`src/rtl/my_sys_mem_test_pkg.sv`:
```
// Shared definitions for the my_sys on-chip RAM self-test master:
// FSM state encoding, the test pattern generator and common constants.
package my_sys_mem_test_pkg;

  typedef enum logic [2:0] {
    ST_IDLE  = 3'd0,
    ST_WR0   = 3'd1,
    ST_RD0   = 3'd2,
    ST_WR1   = 3'd3,
    ST_RD1   = 3'd4,
    ST_DRAIN = 3'd5,
    ST_DONE  = 3'd6
  } state_e;

  localparam logic [15:0] DEF_SEED    = 16'hA5C3;
  localparam logic [15:0] ERR_CNT_MAX = 16'hFFFF;

  // Wide working width for the pattern; callers cast down to their data width.
  localparam int PAT_W = 64;

  // Pattern for one word: seed XOR address, bitwise inverted for the second round.
  function automatic logic [PAT_W-1:0] pattern_word(
    input logic [PAT_W-1:0] seed,
    input logic [PAT_W-1:0] addr,
    input logic             invert
  );
    logic [PAT_W-1:0] p;
    p = seed ^ addr;
    if (invert) begin
      return ~p;
    end else begin
      return p;
    end
  endfunction

endpackage

```
`src/rtl/my_sys_rd_compare_pipe.sv`:
```
// Read-compare pipe: carries (address, expected) for each issued read through
// READ_LATENCY stages so it meets its readdata, then counts mismatches
// (saturating) and captures the address of the first one.
module my_sys_rd_compare_pipe
  import my_sys_mem_test_pkg::*;
#(
  parameter int ADDR_W       = 10,
  parameter int DATA_W       = 16,
  parameter int READ_LATENCY = 1
) (
  input  logic              clk,
  input  logic              reset,
  input  logic              clr,
  input  logic              push,
  input  logic [ADDR_W-1:0] push_addr,
  input  logic [DATA_W-1:0] push_exp,
  input  logic [DATA_W-1:0] readdata,
  output logic              pending,
  output logic [15:0]       err_cnt_nxt,
  output logic [15:0]       error_count,
  output logic [ADDR_W-1:0] first_err_addr
);

  logic              vld_r   [1:READ_LATENCY];
  logic [ADDR_W-1:0] addr_p_r [1:READ_LATENCY];
  logic [DATA_W-1:0] exp_p_r  [1:READ_LATENCY];
  logic [15:0]       cnt_r;
  logic [ADDR_W-1:0] first_r;
  logic [ADDR_W-1:0] first_nxt_s;
  logic              pending_s;

  // Shift the valid/addr/expected pipe and register the error results.
  always_ff @(posedge clk) begin
    if (reset) begin
      for (int i = 1; i <= READ_LATENCY; i++) begin
        vld_r[i]    <= 1'b0;
        addr_p_r[i] <= {ADDR_W{1'b0}};
        exp_p_r[i]  <= {DATA_W{1'b0}};
      end
      cnt_r   <= 16'd0;
      first_r <= {ADDR_W{1'b0}};
    end else begin
      for (int i = READ_LATENCY; i >= 2; i--) begin
        vld_r[i]    <= vld_r[i-1];
        addr_p_r[i] <= addr_p_r[i-1];
        exp_p_r[i]  <= exp_p_r[i-1];
      end
      vld_r[1]    <= push;
      addr_p_r[1] <= push_addr;
      exp_p_r[1]  <= push_exp;
      cnt_r       <= err_cnt_nxt;
      first_r     <= first_nxt_s;
    end
  end

  // Compare the pipe tail against readdata and form the next error state.
  always_comb begin
    err_cnt_nxt = cnt_r;
    first_nxt_s = first_r;
    pending_s   = 1'b0;
    // Beats that will still be in flight after this edge (tail is consumed now).
    for (int i = 1; i < READ_LATENCY; i++) begin
      pending_s = pending_s | vld_r[i];
    end
    if (clr) begin
      err_cnt_nxt = 16'd0;
      first_nxt_s = {ADDR_W{1'b0}};
    end else if (vld_r[READ_LATENCY] && (readdata != exp_p_r[READ_LATENCY])) begin
      if (cnt_r != ERR_CNT_MAX) begin
        err_cnt_nxt = cnt_r + 16'd1;
      end else begin
        err_cnt_nxt = cnt_r;
      end
      // A zero count means no earlier mismatch (the counter never wraps).
      if (cnt_r == 16'd0) begin
        first_nxt_s = addr_p_r[READ_LATENCY];
      end else begin
        first_nxt_s = first_r;
      end
    end else begin
      err_cnt_nxt = cnt_r;
    end
  end

  assign pending        = pending_s;
  assign error_count    = cnt_r;
  assign first_err_addr = first_r;

endmodule

```
`src/rtl/my_sys_mem_test_master.sv`:
```
// Avalon-MM self-test host for the my_sys on-chip RAM: writes a pattern over
// a word range, reads it back, repeats with the inverted pattern, and reports
// pass/fail, error count and first failing address. All bus outputs are
// registered so a command appears the cycle after the FSM decides on it.
module my_sys_mem_test_master
  import my_sys_mem_test_pkg::*;
#(
  parameter int          ADDR_W       = 10,
  parameter int          DATA_W       = 16,
  parameter int          READ_LATENCY = 1,
  parameter logic [15:0] SEED         = DEF_SEED
) (
  input  logic                  clk,
  input  logic                  reset,
  input  logic                  start,
  input  logic [ADDR_W-1:0]     base_addr,
  input  logic [ADDR_W-1:0]     last_addr,
  output logic                  busy,
  output logic                  done,
  output logic                  pass,
  output logic [15:0]           error_count,
  output logic [ADDR_W-1:0]     first_err_addr,
  output logic [ADDR_W-1:0]     address,
  output logic                  chipselect,
  output logic                  clken,
  output logic                  write,
  output logic [DATA_W-1:0]     writedata,
  output logic [DATA_W/8-1:0]   byteenable,
  input  logic [DATA_W-1:0]     readdata
);

  localparam int                BE_W     = DATA_W / 8;
  localparam logic [ADDR_W-1:0] ADDR_ONE = {{(ADDR_W-1){1'b0}}, 1'b1};

  state_e              state_r, state_nxt_s;
  logic [ADDR_W-1:0]   base_r, base_nxt_s;
  logic [ADDR_W-1:0]   last_r, last_nxt_s;
  logic [ADDR_W-1:0]   addr_r, addr_nxt_s;
  logic                cs_r, cs_nxt_s;
  logic                wr_r, wr_nxt_s;
  logic [DATA_W-1:0]   wdata_r, wdata_nxt_s;
  logic [BE_W-1:0]     be_r, be_nxt_s;
  logic                busy_r, busy_nxt_s;
  logic                done_r, done_nxt_s;
  logic                pass_r, pass_nxt_s;
  logic                clr_s;
  logic                at_last_s;
  logic                push_s;
  logic [DATA_W-1:0]   push_exp_s;
  logic                pending_s;
  logic [15:0]         err_cnt_nxt_s;

  function automatic logic [DATA_W-1:0] pat_at(input logic [ADDR_W-1:0] a, input logic inv);
    return DATA_W'(pattern_word(PAT_W'(SEED), PAT_W'(a), inv));
  endfunction

  // Every read beat on the bus enters the compare pipe with its expected word.
  assign push_s     = (state_r == ST_RD0) || (state_r == ST_RD1);
  assign push_exp_s = pat_at(addr_r, state_r == ST_RD1);

  my_sys_rd_compare_pipe #(
    .ADDR_W       (ADDR_W),
    .DATA_W       (DATA_W),
    .READ_LATENCY (READ_LATENCY)
  ) u_cmp (
    .clk            (clk),
    .reset          (reset),
    .clr            (clr_s),
    .push           (push_s),
    .push_addr      (addr_r),
    .push_exp       (push_exp_s),
    .readdata       (readdata),
    .pending        (pending_s),
    .err_cnt_nxt    (err_cnt_nxt_s),
    .error_count    (error_count),
    .first_err_addr (first_err_addr)
  );

  // State and registered bus/status outputs.
  always_ff @(posedge clk) begin
    if (reset) begin
      state_r <= ST_IDLE;
      base_r  <= {ADDR_W{1'b0}};
      last_r  <= {ADDR_W{1'b0}};
      addr_r  <= {ADDR_W{1'b0}};
      cs_r    <= 1'b0;
      wr_r    <= 1'b0;
      wdata_r <= {DATA_W{1'b0}};
      be_r    <= {BE_W{1'b0}};
      busy_r  <= 1'b0;
      done_r  <= 1'b0;
      pass_r  <= 1'b0;
    end else begin
      state_r <= state_nxt_s;
      base_r  <= base_nxt_s;
      last_r  <= last_nxt_s;
      addr_r  <= addr_nxt_s;
      cs_r    <= cs_nxt_s;
      wr_r    <= wr_nxt_s;
      wdata_r <= wdata_nxt_s;
      be_r    <= be_nxt_s;
      busy_r  <= busy_nxt_s;
      done_r  <= done_nxt_s;
      pass_r  <= pass_nxt_s;
    end
  end

  // Next-state and next-output decode of the test sequencer.
  always_comb begin
    state_nxt_s = state_r;
    base_nxt_s  = base_r;
    last_nxt_s  = last_r;
    addr_nxt_s  = addr_r;
    cs_nxt_s    = cs_r;
    wr_nxt_s    = wr_r;
    wdata_nxt_s = wdata_r;
    busy_nxt_s  = busy_r;
    done_nxt_s  = done_r;
    pass_nxt_s  = pass_r;
    clr_s       = 1'b0;
    at_last_s   = (addr_r == last_r);
    case (state_r)
      ST_IDLE, ST_DONE: begin
        if (start) begin
          state_nxt_s = ST_WR0;
          base_nxt_s  = base_addr;
          last_nxt_s  = last_addr;
          addr_nxt_s  = base_addr;
          cs_nxt_s    = 1'b1;
          wr_nxt_s    = 1'b1;
          wdata_nxt_s = pat_at(base_addr, 1'b0);
          busy_nxt_s  = 1'b1;
          done_nxt_s  = 1'b0;
          pass_nxt_s  = 1'b0;
          clr_s       = 1'b1;
        end else begin
          state_nxt_s = state_r;
        end
      end
      ST_WR0, ST_WR1: begin
        if (at_last_s) begin
          state_nxt_s = (state_r == ST_WR0) ? ST_RD0 : ST_RD1;
          addr_nxt_s  = base_r;
          wr_nxt_s    = 1'b0;
          wdata_nxt_s = {DATA_W{1'b0}};
        end else begin
          addr_nxt_s  = addr_r + ADDR_ONE;
          wdata_nxt_s = pat_at(addr_r + ADDR_ONE, state_r == ST_WR1);
        end
      end
      ST_RD0: begin
        if (at_last_s) begin
          state_nxt_s = ST_WR1;
          addr_nxt_s  = base_r;
          wr_nxt_s    = 1'b1;
          wdata_nxt_s = pat_at(base_r, 1'b1);
        end else begin
          addr_nxt_s  = addr_r + ADDR_ONE;
        end
      end
      ST_RD1: begin
        if (at_last_s) begin
          state_nxt_s = ST_DRAIN;
          addr_nxt_s  = {ADDR_W{1'b0}};
          cs_nxt_s    = 1'b0;
        end else begin
          addr_nxt_s  = addr_r + ADDR_ONE;
        end
      end
      ST_DRAIN: begin
        // Leave once the last in-flight beat is being compared this edge.
        if (!pending_s) begin
          state_nxt_s = ST_DONE;
          busy_nxt_s  = 1'b0;
          done_nxt_s  = 1'b1;
          pass_nxt_s  = (err_cnt_nxt_s == 16'd0);
        end else begin
          state_nxt_s = ST_DRAIN;
        end
      end
      default: begin
        state_nxt_s = ST_IDLE;
        addr_nxt_s  = {ADDR_W{1'b0}};
        cs_nxt_s    = 1'b0;
        wr_nxt_s    = 1'b0;
        wdata_nxt_s = {DATA_W{1'b0}};
        busy_nxt_s  = 1'b0;
        done_nxt_s  = 1'b0;
        pass_nxt_s  = 1'b0;
      end
    endcase
    be_nxt_s = cs_nxt_s ? {BE_W{1'b1}} : {BE_W{1'b0}};
  end

  assign address    = addr_r;
  assign chipselect = cs_r;
  assign clken      = busy_r;
  assign write      = wr_r;
  assign writedata  = wdata_r;
  assign byteenable = be_r;
  assign busy       = busy_r;
  assign done       = done_r;
  assign pass       = pass_r;

endmodule

```
`config.mk`:
```
export PLATFORM = sky130hd
export DESIGN_NAME = my_sys_mem_test_master
export DESIGN_NICKNAME = d
export VERILOG_FILES = /design/src/rtl/my_sys_mem_test_pkg.sv /design/src/rtl/my_sys_rd_compare_pipe.sv /design/src/rtl/my_sys_mem_test_master.sv
export SDC_FILE = /design/constraint.sdc
export NUM_CORES = 1
export LEC_CHECK = 0
export CAP_MARGIN = 20
export CORE_UTILIZATION = 30
export DETAILED_ROUTE_END_ITERATION = 7
export GPL_ROUTABILITY_DRIVEN = 0
export PLACE_DENSITY = 0.63
export SETUP_SLACK_MARGIN = 0.02
export SYNTH_ARGS = -nofsm -noshare
export SYNTH_HDL_FRONTEND = slang
export SYNTH_SLANG_ARGS = --single-unit
export TNS_END_PERCENT = 50
```
`constraint.sdc`:
```
create_clock -name clk -period 2.54 [get_ports clk]
set_clock_uncertainty 0.05 [all_clocks]
set_input_delay 0.254 -clock clk [delete_from_list [all_inputs] [get_ports clk]]
set_output_delay 0.254 -clock clk [all_outputs]
set_load 0.01 [all_outputs]
```
# == Word level (Yosys, flattened, before mapping) ==
# Memory sizes are Yosys's and may differ from the RTL's. A register that Yosys moved wholly into a read port is not among the register bits.
# Cells that the tools add are included.
# classes
n_addsub,2
n_eq_ne,13
n_mux,39
bitwise,13
reduce_logical,19
# ops
cell,count
2-to-1 mux 16 bit,9
case mux 16 bit (4 select lines),1
inverter 16 bit,3
2-to-1 mux 10 bit,4
case mux 10 bit (4 select lines),1
logical NOT 16 bit,2
inverter 5 -> 8 bit,4
adder 16 x 1 -> 16 bit (second input constant),1
inequality test 16 bit,1
inequality test 16 bit (second input constant),1
2-to-1 mux 3 bit,5
case mux 3 bit (5 select lines),1
2-to-1 mux 1 bit,12
adder 10 x 1 -> 10 bit (second input constant),1
== test 10 bit,1
== test 3 bit (second input constant),3
case mux 1 bit (3 select lines),3
inequality test 2 bit (second input constant),4
AND reduction 2 bit,4
AND reduction 4 bit,2
OR reduction 2 bit,4
OR reduction 4 bit,2
== test 3 x 2 -> 1 bit (second input constant),2
case mux 1 bit (4 select lines),1
10 further kinds,14
# totals
regBits,72
ram_bits,27
elab_cells,101
memories,3
# mem_list
memory,depth,width,rd,rd_clocked_by_memory_dff,wr,line,source
u_cmp.exp_p_r,1,16,1,0,1,my_sys_rd_compare_pipe.sv:26,logic [DATA_W-1:0] exp_p_r [1:READ_LATENCY];
u_cmp.addr_p_r,1,10,1,1,1,my_sys_rd_compare_pipe.sv:25,logic [ADDR_W-1:0] addr_p_r [1:READ_LATENCY];
u_cmp.vld_r,1,1,1,0,1,my_sys_rd_compare_pipe.sv:24,logic vld_r [1:READ_LATENCY];

# == Depth between registers and ports, before layout ==
# Gate-level depths: netlist of the first run.
# An unclocked memory read counts as a cell.
# logic_depth
ltp_word,7
ltp_mapped,10

# == Modules after synthesis ==
# Synthesis of the first run repeated with hierarchy kept, for this count alone.
# unflattened
hier_cells,672
hier_area_um2,5530.3
# by_module_without_submodules
mod,instances,cells_per_inst,area_per_inst_um2
my_sys_mem_test_master,1,395,3100.5
my_sys_rd_compare_pipe,1,277,2429.8

# == Least setup slack after synthesis of the first run ==
# OpenSTA, ideal clock, no wires.
# synth_timing
kind,flip-flop to flip-flop
start,register u_cmp.cnt_r[0] (netlist: u_cmp.error_count[0])
end,register pass_r (netlist: pass)
arrival_ps,2121
required_time_ps,2373
slack_ps,253
path_stages_with_launch,9
synth_period_minus_slack_ps,2287
path_cell_list,dfxtp_1 ha_1 nand4_2 or3_4 nor3_4 nor2_2 a311o_1 nand4_1 o21ai_1
# synth_via
elab_chain_len,6
# synth_rtl
element,line,source
from (decl),my_sys_rd_compare_pipe.sv:27,logic [15:0] cnt_r;
from (signal assigned),my_sys_rd_compare_pipe.sv:51,cnt_r <= err_cnt_nxt;
adder 16 x 1 -> 16 bit / inequality test 16 bit (equally long branches),"my_sys_rd_compare_pipe.sv:70, my_sys_rd_compare_pipe.sv:69",
2-to-1 mux 16 bit,my_sys_rd_compare_pipe.sv:69,if (cnt_r != ERR_CNT_MAX) begin
2-to-1 mux 16 bit (*),my_sys_rd_compare_pipe.sv:68,end else if (vld_r[READ_LATENCY] && (readdata != exp_p_r[READ_LATENCY])) begin
2-to-1 mux 16 bit (*),my_sys_rd_compare_pipe.sv:65,if (clr) begin
logical NOT 16 bit (*),my_sys_mem_test_master.sv:176,pass_nxt_s = (err_cnt_nxt_s == 16'd0);
case mux 1 bit (3 select lines) (*),my_sys_mem_test_master.sv:122,case (state_r)
to (signal assigned),my_sys_mem_test_master.sv:104,pass_r <= pass_nxt_s;
to (decl),my_sys_mem_test_master.sv:45,"logic pass_r, pass_nxt_s;"
# Mark *: on every way between the ends. The rest lies on a longest branch, timed or not.
# A chain may end at the register's enable or synchronous reset.

# == Worst setup path after layout of the first run ==
# layout_timing
start,memory u_cmp.exp_p_r[1][14]
end,register pass_r (netlist: pass)
# layout_via
elab_chain_len,7
# layout_rtl
element,line
from (decl),my_sys_rd_compare_pipe.sv:26
memory (1 x 16 bit),--
inequality test 16 bit,my_sys_rd_compare_pipe.sv:68
logical AND 1 bit,my_sys_rd_compare_pipe.sv:68
2-to-1 mux 16 bit,my_sys_rd_compare_pipe.sv:68
2-to-1 mux 16 bit,my_sys_rd_compare_pipe.sv:65
logical NOT 16 bit,my_sys_mem_test_master.sv:176
case mux 1 bit (3 select lines),my_sys_mem_test_master.sv:122
# Every way passes these cells.

==> metrics.md, run 1 <==
| Metric | Value |
|---|---|
| WL/cell | 15.4 um |
| Primary FF master, synth | dfxtp_1 |
| Remaining DRCs | 0 |
| Root buffer cell | clkbuf_16 |
| Largest cells by area after synthesis | dfxtp_1 38%, xor2_1 6.3%, nand2_1 6.3% |
| Final hold vios | 0 |
| Starting Density | 30.5% |
| Max-cap viol count | 0 |
| Final wirelength | 15000 um |
| Seq cells post-synth | 99 |
| Area of the die | 18100 um^2 |
| HP Class | input pin to flip-flop |
| Post-synth ARST share | 0% |
| Cell with the most instances after synthesis | dfxtp_1 |
| Synth warn | 0 |
| Max VDD drop | 0.000414 V |
| Critical-path maximum fanout | 3 |
| Worst relative slew slack | 34.1% |
| Number of buffers added on ports | 98 |
| # rows | 48 |
| Most common library cells after synthesis | 99 x dfxtp_1, 88 x nand2_1, 67 x nor2_1, 50 x a21oi_1, 38 x xor2_1 |
| WP data required | 2770 ps |
| Number of fill cells | 1754 |
| Worst slew pin tran | 983 ps |
| DRT Pass-1 Iters | 5 |
| DR vias/cell | 4.98 |
| Hpwl dp | 11000 um |
| Status | finished clean |
| CTS clk-pin slew, worst paths | 70 ps |
| Mapped Cells | 642 |
| Synthesized area | 5260 um^2 |
| Setup TNS | 0 ps |
| Core area | 17200 um^2 |
| Die Wd | 134 um |
| Routed Antenna Nets | 0 |
| Area grow syn2layout | 31.3% |
| Fmax | 0.416 GHz |
| Cell taking the most area after synthesis | dfxtp_1 |
| Slew Viols, Final | 0 |
| Clk_lat worst skew | 350 ps |
| Clock Path Buffers | 2 |
| Endpoints failing setup | 0 |
| Worst hold margin | 289 ps |
| Tcrit/Tclk final | 94.6% |
| Iter 0 DRT Violations | 430 |
| Crit. End Element | flip-flop |
| Diodes inserted | 0 |
| Sequential area share after synthesis | 37.7% |
| CTS Buf Count | 9 |
| Largest net degree at the start of global routing | 38 |
| Fin crit period | 2400 ps |
| Number of enable flip-flop cells after synthesis | 0 |
| Global-route wire length before repair | 24000 um |
| H-tree depth | 3 |
| Mapped Nets | 684 |
| Initial antenna violation count | 0 |
| Total GRT Usage | 17.0% |
| Final Instance Area | 6910 um^2 |
| Setup CP Type | flip-flop to flip-flop |
| Die Span Y | 134 um |
| Data arrival, critical path | 2630 ps |
| Mean Syn Cell Area | 8.20 um^2 |
| # clock sinks | 99 |
| Pwr Density | 608 nW/um^2 |
| I/O Pins | 99 |
| Vias in the first global route | 4601 |
| Final Net Count | 780 |
| Leakage | 2.56 nW |
| Total grt overflow | 0 |
| Crit start category | flip-flop |
| Via count | 4821 |
| Post-DP Area | 6570 um^2 |
| Cell variety after synth | 65 |
| RSZ-0062 raised after global routing | no |
| Yosys top cell area share | 37.7% |
| Layout cells sized above 1 | 12.7% |
| CTS tree | built |
## cells in the final DEF, fill, tap and decap left out, types with 13 or more instances in the layout
cell type / n
a21oi_1: 50
clkdlybuf4s50_1: 97
o21ai_1: 13
mux2i_1: 13
nand4_1: 13
xnor2_1: 26
xor2_1: 38
o21ai_0: 18
buf_4: 47
nand2_1: 88
nor2_1: 67
dfxtp_1: 96
## kinds of logic after synthesis
family,after synthesis,share of synthesized area [%]
adder cells (fa/ha/maj),3,0.713
AND/OR/NAND/NOR,256,24.9
flip-flops,99,37.7
XOR/XNOR,64,10.7
AO/OA/AOI/OAI,137,16.7
multiplexers,13,2.47
buffers and inverters,70,6.92
## final cells by class
class	count	area, um^2	area share, %
Multi-Input combinational cell	473	2940	42.5
Sequential cell	99	1990	28.7
Timing Repair Buffer	146	1350	19.5
Tap cell	225	282	4.07
Inverter	9	33.8	0.489
Clock buffer	9	225	3.26
Clock inverter	7	97.6	1.41
## per-layer routing
metal	up-vias	routed length, um	GRT usage (%)
met5	-	0	0
met3	13	887	3.25
met2	149	7220	28.9
li1	2419	-	-
met4	0	174	4.81
met1	2240	6670	21.9
## sequential cells by signal, summed over array words and instances (netlist names), 3 cells and up
register              count
address                  10
base_r                   10
last_r                   10
state_r                   3
u_cmp.addr_p_r           10
u_cmp.error_count        16
u_cmp.exp_p_r            12
u_cmp.first_err_addr     10
writedata                12
## power by group
| part | switching [mW] | internal (mW) | leakage (nW) |
|---|---|---|---|
| sequential | 0.0735 | 1.66 | 0.811 |
| combinational | 0.512 | 0.454 | 1.60 |
| clock | 0.630 | 0.869 | 0.152 |
| total | 1.22 | 2.99 | 2.56 |
## repair_timing
| action | 4_1_cts | 5_1_grt |
|---|---|---|
| gates resized for setup | 1 | 4 |
| pin swaps | 0 | 2 |
| hold buffers | 0 | 0 |
| endpoints found under the setup margin | 1 | 1 |
| setup buffers | 0 | 0 |
## stage by stage
stage / worst slack (ps) / utilization [%] / power [mW] / std cells
floorplan: 253 / - / 2.34 / 642
global placement: -332 / 38.1 / 2.73 / 952
detailed placement: -380 / 38.1 / 2.74 / 952
finish: 137 / 40.1 / 4.20 / 968
global route: 22.3 / 40.1 / 4.39 / 968
CTS: 80.8 / 40.0 / 4.24 / 968
## worst max-delay path: stages, from the launching register on
cell	delay, ps
dfxtp_1	360
or3_1	400
a22oi_2	270
nand4_1	210
a211o_1	340
a2111oi_4	370
nand4_1	180
o21ai_1	160
## final timing paths
path / from / to / slack [ps] / depth (start not counted)
worst max register to register: u_cmp.exp_p_r[1][14]$_SDFF_PP0_ / pass$_SDFFE_PP0P_ / 140 / 7
worst min-delay path: reset / state_r[1]$_SDFFE_PP0P_ / 290 / 4
worst max-delay path: u_cmp.exp_p_r[1][14]$_SDFF_PP0_ / pass$_SDFFE_PP0P_ / 140 / 7
worst min register to register: writedata[2]$_SDFFE_PP0P_ / writedata[2]$_SDFFE_PP0P_ / 410 / 2
Power figures use the tool's default switching activity.
==> run 2: changes to the inputs <==
Settings changed: GPL_TIMING_DRIVEN from default to 0.
==> run 2 against run 1 <==
Against the previous run: wire length grew 5.0%; via count grew 4.0%; sequential power is essentially flat; core utilization grew 0.19 points; combinational power grew 2.3%; final cell count grew 1.5%; clock-buffer cell count is the same; worst hold slack gained 110 ps; critical path type unchanged; largest cell class unchanged; largest power group unchanged; highest routed layer unchanged.
==> metrics.md, run 2 (same netlist as run 1, synthesis figures left out) <==
| Metric | Value |
|---|---|
| Critical-path cell list | buf_4 > nand3_1 > nor2_2 > a21oi_1 > a211o_1 > a2111oi_4 > nand4_1 > o21ai_1 (was or3_1 > a22oi_2 > nand4_1 > a211o_1 > a2111oi_4 > nand4_1 > o21ai_1) |
| Hold-fix buffers, CTS | 0 (unchanged) |
| H-tree depth | 3 (unchanged) |
| Die Span Y | 134 um (unchanged) |
| Largest register FFs | 16 (unchanged) |
| Starting Density | 30.5% (unchanged) |
| Sequential standard cell area | 1990 um^2 (about the same) |
| Area of the die | 18100 um^2 (unchanged) |
| HP Class | input pin to flip-flop (unchanged) |
| Total GRT Usage | 17.5% (was 17.0%) |
| Setup TNS | 0 ps (unchanged) |
| Worst hold margin | 395 ps (was 289 ps) |
| Reg2Reg Setup Slack | 150 ps (was 140 ps) |
| Slew Viols, Final | 0 (unchanged) |
| Pwr Density | 625 nW/um^2 (was 608 nW/um^2) |
| Largest net degree at the start of global routing | 18 (was 38) |
| Worst Path Buf+Inv | 1 (was 0) |
| Slowest library cell on the worst path | a2111oi_4 (was or3_1) |
| Global-route wire length before repair | 24500 um (was 24000 um) |
| Final Core Density | 40.3% (was 40.1%) |
| Final setup margin | 150 ps (was 137 ps) |
| Data arrival, critical path | 2620 ps (was 2630 ps) |
| Max VDD drop | 0.000591 V (was 0.000414 V) |
| Number of fill cells | 1729 (was 1754) |
| Via count | 5013 (was 4821) |
| Routed Antenna Nets | 0 (unchanged) |
| Fmax | 0.418 GHz (was 0.416 GHz) |
| Final Net Count | 795 (was 780) |
| # rows | 48 (unchanged) |
| WP data required | 2770 ps (about the same) |
| Worst slew pin tran | 717 ps (was 983 ps) |
| Initial antenna violation count | 0 (unchanged) |
| Max incr delay on CP | 380 ps (was 400 ps) |
| Critical-path maximum fanout | 7 (was 3) |
| Endpoints failing setup | 0 (unchanged) |
| RSZ-0062 raised after global routing | no (unchanged) |
| CTS clk-pin slew, worst paths | 80 ps (was 70 ps) |
| Max-cap viol count | 0 (unchanged) |
| Crit start category | flip-flop (unchanged) |
| # clock sinks | 99 (unchanged) |
| Crit-path leading delay family | compound AO/OA/AOI/OAI gates (unchanged) |
| Core area | 17200 um^2 (unchanged) |
| Root buffer cell | clkbuf_16 (unchanged) |
| WL/cell | 16.0 um (was 15.4 um) |
| CTS Buf Count | 9 (unchanged) |
| Remaining DRCs | 0 (unchanged) |
| Diodes inserted | 0 (unchanged) |
| Hpwl dp | 11500 um (was 11000 um) |
| Final wirelength | 15700 um (was 15000 um) |
| Commonest cells after routing, fill and taps aside | 97 x dfxtp_1, 97 x clkdlybuf4s50_1, 88 x nand2_1 (was 97 x clkdlybuf4s50_1, 96 x dfxtp_1, 88 x nand2_1) |
| Die Wd | 134 um (unchanged) |
| Status | finished clean (unchanged) |
| Vias in the first global route | 4594 (was 4601) |
| CTS tree | built (unchanged) |
| Final hold vios | 0 (unchanged) |
| Area grow syn2layout | 31.9% (was 31.3%) |
| DR vias/cell | 5.10 (was 4.98) |
| Total grt overflow | 0 (unchanged) |
| Leakage | 2.56 nW (about the same) |
| Crit. End Element | flip-flop (unchanged) |
| Number of buffers added on ports | 97 (was 98) |
| Post-place setup slack | -227 ps (was -380 ps) |
| Multi-input gate area | 2950 um^2 (was 2940 um^2) |
| Tcrit/Tclk final | 94.1% (was 94.6%) |
| Worst relative slew slack | 52.0% (was 34.1%) |
| Clock Path Buffers | 2 (unchanged) |
| Iter 0 DRT Violations | 399 (was 430) |
| Clk_lat worst skew | 360 ps (was 350 ps) |
| I/O Pins | 99 (unchanged) |
| Fin crit period | 2390 ps (was 2400 ps) |
| Setup CP Type | flip-flop to flip-flop (unchanged) |
| Layout cells sized above 1 | 11.1% (was 12.7%) |
| DRT Pass-1 Iters | 8 (was 5) |
## run 2: final cells by class
cell class / instances / area share (%)
buffer: 61 / 4.76
clock buffer: 9 / 3.24
clock inverter: 7 / 1.78
inverter: 9 / 0.487
multi-input combinational: 473 / 42.5
sequential: 99 / 28.7
tap: 225 / 4.05
timing repair buffer: 100 / 14.5
## run 2: where the power goes
group          internal, mW  leakage (nW)  switching (mW)
logic                 0.450          1.58           0.538
registers              1.66         0.811          0.0744
clock network         0.974         0.172           0.641
## run 2: what timing repair did
| action | CTS | global route |
|---|---|---|
| setup buffers | 1 | 2 |
| endpoints found under the setup margin | 2 | 22 |
| gates resized for setup | 3 | 9 |
| pin swaps | 2 | 4 |
## run 2: final timing paths
| check | startpoint | to | cells past startpoint |
|---|---|---|---|
| min reg2reg | writedata[2]$_SDFFE_PP0P_ | writedata[2]$_SDFFE_PP0P_ | 2 |
| min | last_addr[1] | last_r[1]$_SDFFE_PP0N_ | 3 |
| max reg2reg | u_cmp.error_count[10]$_SDFF_PP0_ | pass$_SDFFE_PP0P_ | 8 |
| max | u_cmp.error_count[10]$_SDFF_PP0_ | pass$_SDFFE_PP0P_ | 8 |
## run 2: per-layer routing
layer	vias up	part of all wire, %	wire length, um	global-route usage [%]
met5	-	0	0	0
met4	0	1.6	250	4.56
met3	25	6.8	1070	4.23
met2	207	48	7480	28.8
met1	2332	44	6900	22.8
li1	2449	-	-	-
## run 2: stage by stage
step / instance area [um^2] / cells / power, mW
after floorplan: 5260 / 642 / 2.34
after global placement: 6520 / 964 / 2.72
after detailed placement: 6520 / 964 / 2.73
after CTS: 6880 / 981 / 4.35
after global routing: 6940 / 983 / 4.53
final: 6940 / 983 / 4.34
## run 2: worst register-to-register path, cell delays in order (launching register included)
cell	delay [ps]
dfxtp_1	360
buf_4	170
nand3_1	230
nor2_2	270
a21oi_1	150
a211o_1	350
a2111oi_4	380
nand4_1	190
o21ai_1	160
